### config.mk
export PLATFORM = sky130hd
export DESIGN_NAME = twohot_counter
export DESIGN_NICKNAME = d
export VERILOG_FILES = /design/src/rtl/twohot_counter_pkg.sv /design/src/rtl/twohot_enc_4_5.sv /design/src/rtl/twohot_counter.sv
export SDC_FILE = /design/constraint.sdc
export NUM_CORES = 1
export LEC_CHECK = 0
export CORE_MARGIN = 5
export CORE_UTILIZATION = 63
export DETAILED_ROUTE_END_ITERATION = 16
export DONT_BUFFER_PORTS = 1
export GPL_ROUTABILITY_DRIVEN = 0
export HOLD_SLACK_MARGIN = 0.05
export PLACE_DENSITY = 0.89
export SYNTH_ARGS = -nofsm -noshare
export SYNTH_HDL_FRONTEND = slang
export SYNTH_HIERARCHICAL = 1
export SYNTH_SLANG_ARGS = --single-unit
export TNS_END_PERCENT = 50
### constraint.sdc
create_clock -name clk -period 2.6 [get_ports clk]
set_input_delay 0.52 -clock clk [delete_from_list [all_inputs] [get_ports clk]]
set_output_delay 0.52 -clock clk [all_outputs]
set_load 0.1 [all_outputs]
### src/rtl/twohot_counter_pkg.sv
// ============================================================================
// twohot_counter_pkg : 2-hot digit code map and widths shared by the counter
//                      and the downstream 2-hot 5->4 encoder.
// Revision 1.0
// ============================================================================
`default_nettype none

package twohot_counter_pkg;

   localparam int TH_WIDTH  = 5;
   localparam int BIN_WIDTH = 4;

   typedef logic [TH_WIDTH-1:0]  th_code_t;
   typedef logic [BIN_WIDTH-1:0] th_bin_t;

   localparam th_code_t TH_D0 = 5'b00011;
   localparam th_code_t TH_D1 = 5'b00101;
   localparam th_code_t TH_D2 = 5'b00110;
   localparam th_code_t TH_D3 = 5'b01010;
   localparam th_code_t TH_D4 = 5'b01001;
   localparam th_code_t TH_D5 = 5'b01100;
   localparam th_code_t TH_D6 = 5'b10100;
   localparam th_code_t TH_D7 = 5'b10010;
   localparam th_code_t TH_D8 = 5'b10001;
   localparam th_code_t TH_D9 = 5'b11000;

endpackage

`default_nettype wire

### src/rtl/twohot_enc_4_5.sv
// ============================================================================
// twohot_enc_4_5 : binary digit -> 2-hot code; values above 9 give code(0)
//                  and raise oor.
// Revision 1.0
// ============================================================================
`default_nettype none

module twohot_enc_4_5
   import twohot_counter_pkg::*;
(
   input  logic [BIN_WIDTH-1:0] bin,
   output logic [TH_WIDTH-1:0]  code,
   output logic                 oor
);

   always_comb begin
      code = TH_D0;
      oor  = 1'b0;
      case (bin)
         4'd0:    code = TH_D0;
         4'd1:    code = TH_D1;
         4'd2:    code = TH_D2;
         4'd3:    code = TH_D3;
         4'd4:    code = TH_D4;
         4'd5:    code = TH_D5;
         4'd6:    code = TH_D6;
         4'd7:    code = TH_D7;
         4'd8:    code = TH_D8;
         4'd9:    code = TH_D9;
         default: oor  = 1'b1;
      endcase
   end

endmodule

`default_nettype wire

### src/rtl/twohot_counter.sv
// ============================================================================
// twohot_counter : mod-10 up/down counter holding its digit in 2-hot form,
//                  with parallel load, cascade tc and illegal-state recovery.
// Revision 1.0
// ============================================================================
`default_nettype none

module twohot_counter
   import twohot_counter_pkg::*;
#(
   parameter int RESET_VAL = 0
)
(
   input  logic                 clk,
   input  logic                 rst,
   input  logic                 en,
   input  logic                 up,
   input  logic                 load,
   input  logic [BIN_WIDTH-1:0] load_val,
   output logic [TH_WIDTH-1:0]  out,
   output logic                 tc,
   output logic                 err
);

   // Out-of-range RESET_VAL is steered to an illegal binary so the encoder yields code(0).
   localparam th_bin_t c_reset_bin = (RESET_VAL < 0 || RESET_VAL > 15) ? 4'hF
                                                                       : th_bin_t'(RESET_VAL);

   th_code_t out_q, out_d;
   logic     err_q, err_d;
   th_code_t load_code, reset_code_raw, reset_code;
   logic     load_oor, reset_oor;
   th_code_t succ_code, pred_code;
   logic     legal;

   twohot_enc_4_5 u_enc_load (
      .bin  (load_val),
      .code (load_code),
      .oor  (load_oor)
   );

   twohot_enc_4_5 u_enc_reset (
      .bin  (c_reset_bin),
      .code (reset_code_raw),
      .oor  (reset_oor)
   );

   assign reset_code = reset_oor ? TH_D0 : reset_code_raw;

   always_comb begin
      legal     = 1'b1;
      succ_code = TH_D0;
      pred_code = TH_D0;
      case (out_q)
         TH_D0:   begin succ_code = TH_D1; pred_code = TH_D9; end
         TH_D1:   begin succ_code = TH_D2; pred_code = TH_D0; end
         TH_D2:   begin succ_code = TH_D3; pred_code = TH_D1; end
         TH_D3:   begin succ_code = TH_D4; pred_code = TH_D2; end
         TH_D4:   begin succ_code = TH_D5; pred_code = TH_D3; end
         TH_D5:   begin succ_code = TH_D6; pred_code = TH_D4; end
         TH_D6:   begin succ_code = TH_D7; pred_code = TH_D5; end
         TH_D7:   begin succ_code = TH_D8; pred_code = TH_D6; end
         TH_D8:   begin succ_code = TH_D9; pred_code = TH_D7; end
         TH_D9:   begin succ_code = TH_D0; pred_code = TH_D8; end
         default: legal = 1'b0;
      endcase
   end

   always_comb begin
      out_d = out_q;
      err_d = 1'b0;
      if (load) begin
         out_d = load_code;
         err_d = load_oor;
      end else if (!legal) begin
         // Recovery ignores en: a corrupt digit must never propagate a count.
         out_d = TH_D0;
         err_d = 1'b1;
      end else if (en) begin
         out_d = up ? succ_code : pred_code;
      end
   end

   always_ff @(posedge clk) begin
      if (rst) begin
         out_q <= reset_code;
         err_q <= 1'b0;
      end else begin
         out_q <= out_d;
         err_q <= err_d;
      end
   end

   always_comb begin
      tc = en & ~load & ~rst & legal &
           ((up & (out_q == TH_D9)) | (~up & (out_q == TH_D0)));
   end

   assign out = out_q;
   assign err = err_q;

endmodule

`default_nettype wire

==> results by group <==
Outcome
  – Status: complete, no violations

STA
  – Unrepaired setup endpoints after global routing: yes
  – Worst Skew: around 0.8 ps
  – Slew Viols, Final: 0
  – Final min period: roughly 2600 ps
  – Setup violators final: 0
  – Fmax: 0.385 GHz
  – Final hold violations: 0
  – Final period util: 0.998

Synth
  – Yosys top cell by area: edfxtp_1
  – Number of flops mapped to enable cells by yosys: 5
  – Cells after Synth: 150
  – Post-synthesis register bit count: 6
  – Cell variety after synth: 51
  – Ys async rst share: 0
  – Sequential share of the synthesized area: 0.160
  – Top-count cell post-synth: a21oi_1
  – Top_reg_cell synth: edfxtp_1
  – Ranking of synthesized cells by area: edfxtp_1 14%, a21oi_1 8.5%, nor2_1 4.6%, nand2_1 4.2%, nand2b_1 4.1%
  – Post-Syn Area: approximately 1100 um2
  – Synth top cells by count: 18 x a21oi_1, 13 x nor2_1, 12 x nand2_1
  – Syn avg cell area: between 7 and 8 um2
  – Synth top area share: 0.141
  – Synth warn: 6

Die
  – DIE AREA: between 2000 and 3000 um2
  – I/O pins: 16
  – Die Y: 51.1 um
  – Core area: 1560 um2
  – Die width: slightly above 50 um
  – # rows: 14
  – Starting density of the core: 0.684

Drt
  – DRT iter0 DRCs: 46
  – First drt pass iteration count: 4
  – Antenna Nets Post-Route: 0
  – Via count: 1,318
  – Routed Wire Length: between 3 and 4 mm
  – Vias/cell: about 6.6
  – DRC Markers: 0
  – Routed WL per cell: around 18 um

Critical path
  – Worst EP arrival: approximately 2100 ps
  – Crit start category: flip-flop
  – Worst Path Required: roughly 2100 ps
  – Critical Path Max Stage Delay: ~430 ps
  – Max stage delay cell, worst path: edfxtp_1
  – Top delay family on crit path: buffers and inverters
  – Worst Path Buf+Inv: 3
  – Critical Path End Type: output pin
  – Path type of the worst setup path: flip-flop to output pin
  – Crit path max fanout: 7
  – Crit path cell chain: buf_4 -> nor2_1 -> inv_1 -> o211ai_1 -> nand2b_2 -> a2111oi_4 -> buf_12

GRT
  – Antenna violations before repair: 0
  – First-pass GRT wire length: between 5 and 6 mm
  – Largest net degree at the start of global routing: 18
  – Global Route Usage Sum: 0.300
  – Total grt overflow: 0
  – Vias in the first global route: around 1,300

Cells and area
  – Non-Filler Instances: about 200
  – Nets@finish: just under 200
  – Layout Utilization: 0.891
  – Area occupied by multi-input gates: approximately 940 um2
  – Layout cells sized above 1: 0.227
  – # diodes: 0
  – Area Overhead vs Synth: 30.3%
  – Sequential Area: about 170 um2
  – # fillers: slightly below 80

Clock network
  – CTS Buf Count: 3
  – Root buffer selected by CTS: clkbuf_4
  – H-Tree Depth: 1
  – CTS clk-pin slew, worst paths: 50 ps
  – Clock Tree Buf Depth: 2
  – Later-pin clock latency in the skew report: about 260 ps
  – CTS tree: done
  – CTS Sinks: 6

Min path
  – HP Class: input pin to flip-flop

Pwr
  – PD cells: 627 nW/um2
  – Leakage: 0.554 nW
  – Maximum vdd drop: roughly 0.53 mV

Placed design
  – Number of buffers added on ports: 0
  – Placed cells: 184
  – DP HPWL: 2.14 mm

Flow run
  – Max-cap viol count: 0
-- routing by layer --
layer	wire, um	up-vias	track usage
met5	0	-	0
met3	316	25	0.0640
met1	1300	599	0.288
li1	-	605	-
met4	189	0	0.233
met2	1780	89	0.552
-- power by group --
part | total (W) | internal, W | switching, W
Clock | 0.000102 | 0.0000588 | 0.0000431
Sequential | 0.000145 | 0.000126 | 0.0000186
Combinational | 0.000623 | 0.000233 | 0.000391
Total | 0.000870 | 0.000418 | 0.000452
-- flip-flops by register name, indices dropped and copies added (netlist names) --
name  flops
err       1
out       5
-- final timing paths --
check	start	cells after the start	slack [ps]	end
setup / recovery	out[1]	7	5	tc
hold / removal	rst	1	480	out[2]
setup reg to reg	out[0]	7	210	out[2]
hold reg to reg	out[0]	5	1100	out[0]
-- cells in the final DEF (no fill, tap or decap), drive strengths merged, types with 3 or more instances in the layout --
cell type | netlist | routed
inv | 5 | 5
conb | 1 | 19
edfxtp | 5 | 5
nand3b | 3 | 3
nand2 | 12 | 12
nor2 | 13 | 13
a21oi | 18 | 18
clkbuf | 3 | 4
nor3b | 6 | 6
nor2b | 7 | 7
buf | 9 | 25
o21a | 4 | 4
o21ai | 11 | 11
nand2b | 8 | 8
a31oi | 4 | 4
nand3 | 3 | 3
-- cell families after synthesis --
family,Yosys count,share of synthesized area
flip-flops,6,0.160
other,1,0.00352
AO/OA/AOI/OAI,54,0.347
AND/OR/NAND/NOR,65,0.352
multiplexers,4,0.0399
buffers and inverters,17,0.0728
XOR/XNOR,3,0.0247
-- stage by stage --
stage | setup WS [ps] | setup TNS (ps) | power [W] | hold slack, ps | cell area, um2
2_1_floorplan | -871 | -871 | 0.000552 | 746 | 1150
3_3_place_gp | 278 | 0 | 0.000616 | 743 | 1210
3_5_place_dp | 123 | 0 | 0.000635 | 744 | 1210
4_1_cts | -21.3 | -21.3 | 0.000796 | 470 | 1340
5_1_grt | -74.5 | -74.5 | 0.000914 | 480 | 1390
6_report | 4.98 | 0 | 0.000870 | 480 | 1390
-- timing repair --
| action | CTS | global route |
|---|---|---|
| hold buffers | 0 | 0 |
| endpoints found under the setup margin | 1 | 1 |
| buffers inserted | 9 | 4 |
| gates resized for setup | 4 | 6 |
| pin swaps | 4 | 5 |
-- cell type report --
| class | instances | area share |
|---|---|---|
| clock buffer | 4 | 0.0189 |
| inverter | 5 | 0.0135 |
| multi-input combinational | 145 | 0.676 |
| sequential | 6 | 0.123 |
| tap | 16 | 0.0144 |
| timing repair buffer | 25 | 0.155 |
Note: power is estimated with default switching activity, not from simulation.
